--- config.mk ---
export PLATFORM = sky130hd
export DESIGN_NAME = rr_arbiter
export DESIGN_NICKNAME = d
export VERILOG_FILES = /design/src/rtl/arb_pkg.sv /design/src/rtl/rr_pick.sv /design/src/rtl/rr_arbiter.sv
export SDC_FILE = /design/constraint.sdc
export NUM_CORES = 1
export LEC_CHECK = 0
export BUFFER_PORTS_ARGS = -buffer_cell sky130_fd_sc_hd__buf_2
export CORE_MARGIN = 1.5
export CORE_UTILIZATION = 49
export CTS_BUF_LIST = sky130_fd_sc_hd__clkbuf_4 sky130_fd_sc_hd__clkbuf_8
export CTS_CLUSTER_DIAMETER = 30
export DETAILED_ROUTE_END_ITERATION = 8
export HOLD_SLACK_MARGIN = 0.05
export PLACE_DENSITY = 0.76
export SETUP_SLACK_MARGIN = 0.4
export SYNTH_ARGS = -nofsm -noshare
export SYNTH_HDL_FRONTEND = slang
export SYNTH_SLANG_ARGS = --single-unit
export TNS_END_PERCENT = 5
--- constraint.sdc ---
create_clock -name clk -period 1.4 [get_ports clk]
set_clock_uncertainty 0.1 [all_clocks]
set_input_delay 0.14 -clock clk [delete_from_list [all_inputs] [get_ports clk]]
set_output_delay 0.14 -clock clk [all_outputs]
set_load 0.005 [all_outputs]
--- src/rtl/arb_pkg.sv ---
// rtl/arb_pkg.sv - shared state type for the round-robin arbiter
package arb_pkg;

    typedef enum logic {
        IDLE  = 1'b0,
        OWNED = 1'b1
    } arb_state_t;

endpackage

--- src/rtl/rr_pick.sv ---
// rtl/rr_pick.sv - combinational round-robin selector
// Returns the first set request searching upward from i_last_id+1, wrapping modulo N.
module rr_pick #(
    parameter  int N   = 4,
    localparam int IDW = $clog2(N)
) (
    input  logic [N-1:0]   i_req,
    input  logic [IDW-1:0] i_last_id,
    output logic [IDW-1:0] o_sel,
    output logic           o_valid
);

    always_comb begin
        int w_idx;
        w_idx   = 0;
        o_sel   = '0;
        o_valid = |i_req;
        // Walk from the farthest candidate to the nearest so the nearest set bit wins.
        for (int k = N; k >= 1; k--) begin
            w_idx = (int'(i_last_id) + k) % N;
            if (i_req[w_idx[IDW-1:0]]) begin
                o_sel = w_idx[IDW-1:0];
            end
        end
    end

endmodule

--- src/rtl/rr_arbiter.sv ---
// rtl/rr_arbiter.sv - round-robin arbiter with registered one-hot grant and hold timeout
// A grant lasts until the owner drops its request or MAX_HOLD cycles elapse.
module rr_arbiter
    import arb_pkg::*;
#(
    parameter  int N        = 4,
    parameter  int MAX_HOLD = 16,
    localparam int IDW      = $clog2(N)
) (
    input  logic           clk,
    input  logic           rst,
    input  logic [N-1:0]   req,
    output logic [N-1:0]   gnt,
    output logic [IDW-1:0] gnt_id,
    output logic           busy,
    output logic           timeout
);

    localparam int HCW = $clog2(MAX_HOLD + 1);

    arb_state_t     r_state,   w_state_nxt;
    logic [N-1:0]   r_gnt,     w_gnt_nxt;
    logic [IDW-1:0] r_gnt_id,  w_gnt_id_nxt;
    logic           r_busy,    w_busy_nxt;
    logic           r_timeout, w_timeout_nxt;
    logic [HCW-1:0] r_hold,    w_hold_nxt;
    logic [IDW-1:0] r_last_id, w_last_id_nxt;

    logic [IDW-1:0] w_sel;
    logic           w_valid;

    rr_pick #(.N(N)) u_pick (
        .i_req     (req),
        .i_last_id (r_last_id),
        .o_sel     (w_sel),
        .o_valid   (w_valid)
    );

    always_ff @(posedge clk) begin
        if (rst) begin
            r_state   <= IDLE;
            r_gnt     <= '0;
            r_gnt_id  <= '0;
            r_busy    <= 1'b0;
            r_timeout <= 1'b0;
            r_hold    <= '0;
            r_last_id <= IDW'(N - 1);
        end else begin
            r_state   <= w_state_nxt;
            r_gnt     <= w_gnt_nxt;
            r_gnt_id  <= w_gnt_id_nxt;
            r_busy    <= w_busy_nxt;
            r_timeout <= w_timeout_nxt;
            r_hold    <= w_hold_nxt;
            r_last_id <= w_last_id_nxt;
        end
    end

    always_comb begin
        w_state_nxt   = r_state;
        w_gnt_nxt     = r_gnt;
        w_gnt_id_nxt  = r_gnt_id;
        w_busy_nxt    = r_busy;
        w_timeout_nxt = 1'b0;
        w_hold_nxt    = r_hold;
        w_last_id_nxt = r_last_id;

        case (r_state)
            IDLE: begin
                w_gnt_nxt    = '0;
                w_gnt_id_nxt = '0;
                w_busy_nxt   = 1'b0;
                w_hold_nxt   = '0;
                if (w_valid) begin
                    w_state_nxt   = OWNED;
                    w_gnt_nxt     = {{(N-1){1'b0}}, 1'b1} << w_sel;
                    w_gnt_id_nxt  = w_sel;
                    w_busy_nxt    = 1'b1;
                    w_hold_nxt    = HCW'(1);
                    w_last_id_nxt = w_sel;
                end
            end
            OWNED: begin
                // Release takes precedence over timeout when both happen on one edge.
                if (!req[r_gnt_id] || (r_hold == HCW'(MAX_HOLD))) begin
                    w_state_nxt   = IDLE;
                    w_gnt_nxt     = '0;
                    w_gnt_id_nxt  = '0;
                    w_busy_nxt    = 1'b0;
                    w_hold_nxt    = '0;
                    w_timeout_nxt = req[r_gnt_id];
                end else begin
                    w_hold_nxt = r_hold + HCW'(1);
                end
            end
            default: begin
                w_state_nxt = IDLE;
            end
        endcase
    end

    assign gnt     = r_gnt;
    assign gnt_id  = r_gnt_id;
    assign busy    = r_busy;
    assign timeout = r_timeout;

endmodule
==> results.tsv, run 1 <==
stage	metric	value	unit
status	status	finished, violations left	
status	failing checks	setup timing	
logic_synthesis	Mean Syn Cell Area	9.384	um^2
critical_path	Critical Path, Cell by Cell	mux4_2 -> and3_4 -> a22o_1	
sta	Slew HR	0.6914	
route	total wire length	1369	um
clock_network	clock root buffer	clkbuf_4	
sta	Slew @ Worst Pin	0.4594	ns
critical_path	CP Capture Type	flip-flop	
place	GP Congestion	0.7546	
clock_network	CTS tree	built	
critical_path	Crit path largest cell delay	0.53	ns
floorplan	Die Width	40.65	um
critical_path	R2R Setup Slk	-0.08	ns
pwr	Peak VDD IR	0.0008645	V
sta	post-layout min period	1.485	ns
logic_synthesis	Synth async-reset ratio	0	
sta	Setup WS post-layout	-0.08483	ns
pwr	Pwr Density	1203	nW/um^2
place	IO buf count	13	
grt	largest net degree at the start of global routing	10	
clock_network	Clock Latency Late Sink	0.29	ns
place	Post-DP HPWL	975.9	um
logic_synthesis	synthesized instance count	74	
critical_path	WS Path Type	reg2reg	
floorplan	core area	1318	um^2
critical_path	Crit. path cell count	3	
final_layout	final net count	105	
critical_path	worst path buffer plus inverter count	0	
sta	Final Hold Fails	0	
final_layout	share of post-route cells with drive strength above 1	0.3542	
final_layout	post-route cell area	899.6	um^2
route	Via density	5.423	
clock_network	Worst-path clk slew	0.09	ns
critical_path	Crit path max-delay family	multiplexers	
critical_path	slowest CP cell	mux4_2	
grt	vias in the first global route	496	
floorplan	Initial Util	0.5271	
logic_synthesis	Post-Syn Nets	82	
pwr	Pleak	0.3988	nW
critical_path	worst reg2reg path startpoint	gnt_id[0]	
final_layout	Register Area	326.6	um^2
route	WL/cell	12.33	um
place	area post-placement	808.3	um^2
sta	Final Slew Violations	0	
sta	fmax	673.5	MHz
logic_synthesis	synth unique cells	32	
logic_synthesis	prevailing post-synth register cell	dfxtp_1	
final_layout	utilization after layout	0.6828	
logic_synthesis	Post-synth EDFFs	0	
route	ANT nets after route	0	
floorplan	IO Count	14	
critical_path	crit path max fanout	8	
critical_path	end of the worst register-to-register path	gnt_id[0]	
worst_hold_path	Tightest Hold Check Type	in2reg	
clock_network	CTS Buf Count	3	
critical_path	Worst EP required	1.49	ns
clock_network	maximum clock insertion buffer count	2	
logic_synthesis	mapped cell area	694.4	um^2
sta	unrepaired setup endpoints after global routing	true	
route	DRC viols	0	
critical_path	worst reg2reg path depth	3	
floorplan	Std-Cell Rows	13	
grt	first-pass GRT wire length	2173	um
critical_path	crit start category	flip-flop	
clock_network	CTS sink cnt	16	
route	DR pass1 iterations	3	
route	Starting DRT DRC Count	2	
grt	Overall Global Routing Usage	0.2121	
grt	initial antenna violation count	0	
floorplan	Chip Height	40.65	um
logic_synthesis	sequential element share of the synthesized area	0.4613	
flow_run	max_cap viols	0	
final_layout	# fillers	96	
final_layout	multi-input logic area	380.4	um^2
floorplan	total die area	1652	um^2
final_layout	ANT cells	0	
clock_network	number of post-CTS setup repair buffers	0	
clock_network	# H-tree levels	1	
pwr	Final Total Pwr	1.082	mW
sta	Fin Setup TNS	-0.1733	ns
logic_synthesis	Synth Warn #	0	
final_layout	growth of design area from synthesis to finish	29.55	%
sta	final worst-path cycle share	1.061	
grt	grt ovf	0	
worst_hold_path	Hold EP	r_last_id[0]	
sta	Finish-stage setup viols	4	
logic_synthesis	flip-flop and latch count after synthesis	16	
worst_hold_path	hold-critical path depth	3	
sta	Fin Hold WS	0.05610	ns
route	DR vias	602	
worst_hold_path	hold path start	rst	
critical_path	WP data arrival	1.58	ns
## cells in the final DEF, fill, tap and decap left out, drive strengths merged, types with 3 or more instances in the layout
master  netlist  final
buf           2     19
nor2          7      7
nand2         8      8
clkbuf        0      4
inv           3      3
nand3         3      3
dfxtp        16     16
o21ai         6      6
## timing repair
item                       CTS  global route
pin swaps                    5             5
cloned                       0             0
setup endpoints to repair   18            23
gates resized for setup     12             1
hold buffers                 1             0
hold endpoints to repair     3             0
## metal layers
| layer | global-route usage | vias up | wire length (um) |
|---|---|---|---|
| met5 | 0 | - | 0 |
| met4 | 0.1083 | 0 | 29 |
| met3 | 0.08152 | 5 | 57 |
| met2 | 0.3571 | 9 | 690 |
| met1 | 0.2290 | 281 | 592 |
| li1 | - | 307 | - |
## stage by stage
stage / worst slack, ns / instances
6_report: -0.08483 / 111
5_1_grt: -0.1325 / 111
4_1_cts: -0.09611 / 111
3_5_place_dp: -0.07991 / 106
3_3_place_gp: -0.03825 / 106
2_1_floorplan: -0.1335 / 74
## cells in the mapped netlist, types with 2 or more instances
cell,count,share of area
nor2_1,7,0.038
o21ai_1,2,0.014
dfxtp_1,16,0.46
inv_1,3,0.016
ha_1,2,0.036
xor2_1,2,0.025
a21o_1,2,0.022
a211o_1,2,0.025
nor3_1,2,0.014
o21ai_0,4,0.029
nand2_1,8,0.043
nor2b_1,2,0.018
nand3_1,3,0.022
## sequential cells by signal (all words and copies together), names as in the netlist
| name | count |
|---|---|
| busy | 1 |
| gnt | 4 |
| gnt_id | 2 |
| r_hold | 5 |
| r_last_id | 2 |
| r_state | 1 |
| timeout | 1 |
## cell families (layout without fill, tap and decap cells)
group	count (synthesis)	count (layout)	synth area share
muxes	1	1	0.03243
buffers and inverters	5	27	0.03963
DFF	16	16	0.4613
AOI/OAI and AO/OA	16	16	0.1532
adders and majority gates	2	2	0.03603
xor gates and xnor gates	3	3	0.03784
and+or+nand+nor	31	31	0.2397
## tightest hold or removal path: stages
cell,delay (ns)
buf_2,0.13
nor2_1,0.08
a22oi_1,0.06
## how the worst max path moves through the flow
| stage | end | start |
|---|---|---|
| after floorplan | gnt_id[0] | gnt_id[0] |
| after global placement | gnt_id[0] | gnt_id[0] |
| after detailed placement | gnt_id[0] | gnt_id[0] |
| after CTS | gnt_id[0] | gnt_id[0] |
| after global routing | gnt_id[0] | gnt_id[0] |
| final | gnt_id[0] | gnt_id[0] |
## area by class of cell
cell class	instances	area share
inverters	3	0.01252
repair buffers	20	0.1405
multi-input cells	53	0.4228
clock buffers	4	0.04033
well taps	15	0.02086
flip-flops and latches	16	0.3630
## report_power, final
group | switching [mW] | internal, mW | leakage, nW
logic | 0.109 | 0.132 | 0.246
registers | 0.0329 | 0.501 | 0.131
clock network | 0.149 | 0.159 | 0.0210
No activity file was read; power rests on OpenSTA's default activity.
==> inputs of run 2 (changes only) <==
--- a/config.mk
+++ b/config.mk
@@ -15,4 +15,5 @@
 export PLACE_DENSITY = 0.76
 export SETUP_SLACK_MARGIN = 0.4
+export SKIP_LAST_GASP = 1
 export SYNTH_ARGS = -nofsm -noshare
 export SYNTH_HDL_FRONTEND = slang
==> constraint.sdc (replaced) <==
create_clock -name clk -period 1.4 [get_ports clk]
set_clock_uncertainty 0.1 [all_clocks]
set_input_delay 0.14 -clock clk [delete_from_list [all_inputs] [get_ports clk]]
set_output_delay 0.14 -clock clk [all_outputs]
set_load 0.02 [all_outputs]
==> run 2 against run 1 <==
  * The run still ends with setup timing left
  * Sequential share of layout area is 2.0 points higher
  * Routed wire length is 5.0% higher
  * Sequential cell count stayed put
  * Combinational power hardly changed
  * Register-to-register slack hardly changed
  * Non-clock buffer count is 1 lower
  * Clock power is 4% lower
  * Largest cell class unchanged
==> results.tsv, run 2 (synthesis results as in run 1) <==
stage	metric	value	unit
pwr	Gate power share	0.226	
critical_path	WP data arrival	1.57	ns
pwr	Sw Pwr	0.2945	mW
pwr	Peak VDD IR	0.0008349	V
clock_network	Clock Latency Late Sink	0.28	ns
route	Starting DRT DRC Count	13	
critical_path	slowest CP cell	mux4_2	
pwr	Pwr Density	1256	nW/um^2
grt	grt ovf	0	
sta	Fin Hold WS	0.03852	ns
route	DR vias	585	
grt	initial antenna violation count	0	
pwr	Pleak	0.3787	nW
critical_path	CP Capture Type	flip-flop	
clock_network	Post-CTS Resized	0	
floorplan	core area	1318	um^2
sta	Slew HR	0.6710	
sta	Final Slew Violations	0	
flow_run	max_cap viols	0	
clock_network	clock root buffer	clkbuf_4	
worst_hold_path	hold path start	rst	
critical_path	R2R Setup Slk	-0.09	ns
clock_network	# H-tree levels	1	
critical_path	Worst EP required	1.48	ns
route	WL/cell	13.07	um
sta	fmax	671.0	MHz
floorplan	Std-Cell Rows	13	
critical_path	worst reg2reg path startpoint	gnt_id[0]	
critical_path	end of the worst register-to-register path	gnt_id[0]	
clock_network	Worst-path clk slew	0.09	ns
route	DR pass1 iterations	4	
place	GP Congestion	0.7724	
sta	Finish-stage setup viols	5	
sta	final worst-path cycle share	1.064	
floorplan	IO Count	14	
sta	Setup WS post-layout	-0.09028	ns
critical_path	WS Path Type	reg2reg	
pwr	Clk pwr share	0.280	
floorplan	Initial Util	0.5271	
grt	met1 Usage GRT	0.2264	
pwr	Internal	0.7695	mW
grt	GR Util met3	0.08152	
grt	Overall Global Routing Usage	0.2180	
route	ANT nets after route	0	
worst_hold_path	hold-critical path depth	2	
critical_path	Critical Path, Cell by Cell	mux4_2 -> and3_4 -> a22o_1	
worst_hold_path	Tightest Hold Check Type	in2reg	
critical_path	worst reg2reg path depth	3	
pwr	switching share of power	0.2768	
sta	Final Hold Fails	0	
grt	Top Usage Layer GRT	met2	
critical_path	Crit path largest cell delay	0.52	ns
clock_network	CTS tree	built	
status	status	finished, violations left	
critical_path	crit path max fanout	8	
floorplan	total die area	1652	um^2
grt	met2 usage in global routing	0.3929	
route	DRC viols	0	
clock_network	maximum clock insertion buffer count	2	
grt	first-pass GRT wire length	2270	um
floorplan	Die Width	40.65	um
sta	post-layout min period	1.490	ns
final_layout	final net count	104	
clock_network	CTS Buf Count	3	
place	IO buf count	13	
grt	vias in the first global route	544	
sta	unrepaired setup endpoints after global routing	true	
final_layout	max reg flops	5	
final_layout	most common cell after layout, fill and taps aside	dfxtp_1	
sta	Slew @ Worst Pin	0.4897	ns
route	Via density	5.318	
floorplan	Chip Height	40.65	um
critical_path	crit start category	flip-flop	
worst_hold_path	Hold EP	r_hold[0]	
final_layout	ANT cells	0	
final_layout	Top reg by flops	r_hold	
final_layout	share of post-route cells with drive strength above 1	0.2947	
final_layout	most frequent cells in the layout	15 x dfxtp_1, 13 x buf_2, 8 x nand2_1, 7 x nor2_1, 6 x buf_4	
place	DP Worst Slack	-0.08176	ns
pwr	share of power burned in registers	0.495	
route	total wire length	1438	um
final_layout	growth of design area from synthesis to finish	21.98	%
clock_network	CTS sink cnt	16	
place	Post-DP HPWL	1091	um
clock_network	number of post-CTS setup repair buffers	0	
status	failing checks	setup timing	
grt	largest net degree at the start of global routing	10	
## run 2: changes by cell type in the layout (fill, tap and decap cells not counted), moves of 2 or more
| cell | previous run | this run |
|---|---|---|
| o21ai_0 | 1 | 4 |
| dfxtp_1 | 13 | 15 |
| dfxtp_2 | 2 | 0 |
| o21ai_1 | 4 | 2 |
## run 2: area by class of cell
cell class                      instances  area (um^2)
Clock buffer                            4        36.28
Fill cell                             113        470.5
Inverter                                3        11.26
Multi-Input combinational cell         53        346.6
Sequential cell                        16        324.1
Tap cell                               15        18.77
Timing Repair Buffer                   19        110.1
## run 2: worst max path at each step
stage / start / end / slack (ns)
6_report: gnt_id[0] / gnt_id[0] / -0.09
5_1_grt: gnt_id[0] / gnt_id[0] / -0.13
4_1_cts: gnt_id[0] / gnt_id[0] / -0.1
3_5_place_dp: gnt_id[0] / gnt_id[0] / -0.08
3_3_place_gp: gnt_id[0] / gnt_id[0] / -0.04
2_1_floorplan: gnt_id[0] / gnt_id[0] / -0.17
## run 2: power by group through the flow
stage / Clock, mW / Combinational, mW / Sequential [mW]
floorplan: 0 / 0.116 / 0.562
global placement: 0 / 0.233 / 0.534
detailed placement: 0 / 0.241 / 0.537
CTS: 0.309 / 0.242 / 0.526
global route: 0.325 / 0.261 / 0.532
finish: 0.297 / 0.240 / 0.526
## run 2: critical path, delay by kind of cell, from the launching register on
kind | cells | cell delay [ns]
multiplexers | 1 | 0.52
flip-flops | 1 | 0.36
AO/OA/AOI/OAI | 1 | 0.21
AND/OR/NAND/NOR | 1 | 0.20
## run 2: through the flow
step	setup TNS (ns)	utilization	total power [mW]	std cells	area, um^2
detailed placement	-0.1658	0.6154	0.7779	106	810.8
CTS	-0.2081	0.6429	1.076	110	847.1
finish	-0.1774	0.6429	1.064	110	847.1
global placement	-0.05821	0.6154	0.7671	106	810.8
global route	-0.7024	0.6429	1.118	110	847.1
floorplan	-0.8987	-	0.6784	74	698.2
## run 2: per-layer routing
| metal | part of all wire | vias to the layer above |
|---|---|---|
| met1 | 0.44 | 268 |
| li1 | - | 302 |
| met3 | 0.046 | 2 |
| met5 | 0 | - |
| met4 | 0.0083 | 0 |
| met2 | 0.50 | 13 |
==> inputs of run 3 (changes only) <==
CORE_MARGIN = unset   (was 1.5)
==> run 3 against run 2 <==
  * Via count increased by 0.17%
  * Highest routed layer unchanged
  * Largest cell class unchanged
  * Sequential power about the same
  * Routed wire length is 7.6% lower
  * The flow still finishes with violations (setup timing)
  * Clock power down 10%
  * Clock-buffer cell count stayed put
  * Critical path depth is the same
  * Sequential cell count is the same
  * Maximum frequency grew 0.59%
  * Critical path type unchanged
==> results.tsv, run 3 (synthesis results as in run 1) <==
stage	metric	value	unit
final_layout	final net count	105	
status	failing checks	setup timing	
place	Placed Cells	106	
grt	initial antenna violation count	0	
critical_path	Crit path max-delay family	multiplexers	
critical_path	CP Capture Type	flip-flop	
critical_path	WP data arrival	1.57	ns
sta	final worst-path cycle share	1.058	
final_layout	share of post-route cells with drive strength above 1	0.2917	
sta	post-layout min period	1.482	ns
worst_hold_path	Tightest Hold Check Type	in2reg	
route	ANT nets after route	0	
route	DR vias	586	
clock_network	CTS tree	built	
critical_path	slowest CP cell	mux4_2	
place	Post-DP HPWL	1018	um
status	status	finished, violations left	
critical_path	Critical Path, Cell by Cell	mux4_2 -> and3_4 -> a22o_1	
final_layout	utilization after layout	0.6458	
place	DP Worst Slack	-0.07432	ns
route	Starting DRT DRC Count	9	
pwr	Peak VDD IR	0.0006327	V
sta	Slew @ Worst Pin	0.4658	ns
final_layout	ANT cells	0	
route	DRC viols	0	
worst_hold_path	hold path start	rst	
final_layout	most frequent cells in the layout	15 x dfxtp_1, 13 x buf_2, 8 x nand2_1, 7 x nor2_1, 6 x buf_4	
grt	largest net degree at the start of global routing	10	
grt	first-pass GRT wire length	2132	um
flow_run	max_cap viols	0	
route	Via density	5.279	
critical_path	crit start category	flip-flop	
sta	fmax	674.9	MHz
place	area post-placement	810.8	um^2
clock_network	clock root buffer	clkbuf_4	
final_layout	post-route cell area	850.8	um^2
floorplan	Chip Height	39.65	um
floorplan	Initial Util	0.5271	
clock_network	maximum clock insertion buffer count	2	
floorplan	total die area	1572	um^2
route	DR pass1 iterations	4	
grt	grt ovf	0	
sta	Fin Setup TNS	-0.2410	ns
place	GP Congestion	0.7705	
clock_network	# H-tree levels	1	
clock_network	Post-CTS Resized	0	
sta	Fin Hold WS	0.09367	ns
critical_path	worst path buffer plus inverter count	0	
route	WL/cell	11.97	um
sta	Final Slew Violations	0	
critical_path	critical path launch point	gnt_id[0]	
sta	Slew HR	0.6871	
pwr	Pleak	0.3802	nW
clock_network	Worst-path clk slew	0.09	ns
floorplan	core area	1318	um^2
critical_path	WS Path Type	reg2reg	
critical_path	Worst EP required	1.49	ns
final_layout	Post-Layout Cell Count	111	
grt	vias in the first global route	530	
clock_network	Clock Latency Late Sink	0.29	ns
floorplan	Die Width	39.65	um
clock_network	number of post-CTS setup repair buffers	0	
critical_path	worst reg2reg path startpoint	gnt_id[0]	
clock_network	CTS Buf Count	3	
route	total wire length	1329	um
final_layout	max reg flops	5	
sta	unrepaired setup endpoints after global routing	true	
sta	Final Hold Fails	0	
final_layout	most common cell after layout, fill and taps aside	dfxtp_1	
sta	Setup WS post-layout	-0.08160	ns
floorplan	Std-Cell Rows	13	
critical_path	crit path max fanout	8	
sta	Finish-stage setup viols	7	
pwr	Final Total Pwr	1.032	mW
place	IO buf count	13	
grt	Overall Global Routing Usage	0.2104	
pwr	Pwr Density	1213	nW/um^2
final_layout	Top reg by flops	r_hold	
final_layout	growth of design area from synthesis to finish	22.52	%
floorplan	IO Count	14	
critical_path	Crit path largest cell delay	0.52	ns
clock_network	CTS sink cnt	16	
-- run 3: cell count changes in the layout (fill, tap and decap cells not counted) --
cell / delta
clkbuf_4: +1
clkbuf_8: -1
dlygate4sd3_1: +1
-- run 3: area by class of cell --
| cell class | count | area, um^2 |
|---|---|---|
| fillers | 118 | 466.7 |
| multi-input cells | 53 | 346.6 |
| flip-flops and latches | 16 | 324.1 |
| repair buffers | 20 | 120.1 |
| clock buffers | 4 | 30.03 |
| well taps | 15 | 18.77 |
| inverters | 3 | 11.26 |
-- run 3: tightest hold or removal path, delay by kind of cell --
| kind | cells | cell delay [ns] |
|---|---|---|
| simple gates | 3 | 0.18 |
| buf+inv | 1 | 0.13 |
-- run 3: report_power, final --
group	switching (mW)	total (mW)	internal, mW
logic	0.124	0.239	0.115
clock network	0.137	0.267	0.130
registers	0.0276	0.526	0.498
total	0.289	1.03	0.743
-- run 3: what timing repair did --
| action | 4_1_cts | 5_1_grt |
|---|---|---|
| setup endpoints to repair | 24 | 24 |
| hold buffers | 1 | 0 |
| endpoints found under the hold margin | 3 | 0 |
-- run 3: worst paths after layout --
kind / end / slack, ns / cells past startpoint
max: gnt_id[0] / -0.08 / 3
min: timeout / 0.09 / 4
min reg2reg: gnt[2] / 0.34 / 2
max reg2reg: gnt_id[0] / -0.08 / 3
-- run 3: per-layer routing --
layer	up-vias	wire length, um	global-route usage
li1	304	-	-
met1	261	599	0.2069
met2	17	664	0.3852
met3	4	50	0.08523
met4	0	14	0.07759
met5	-	0	0
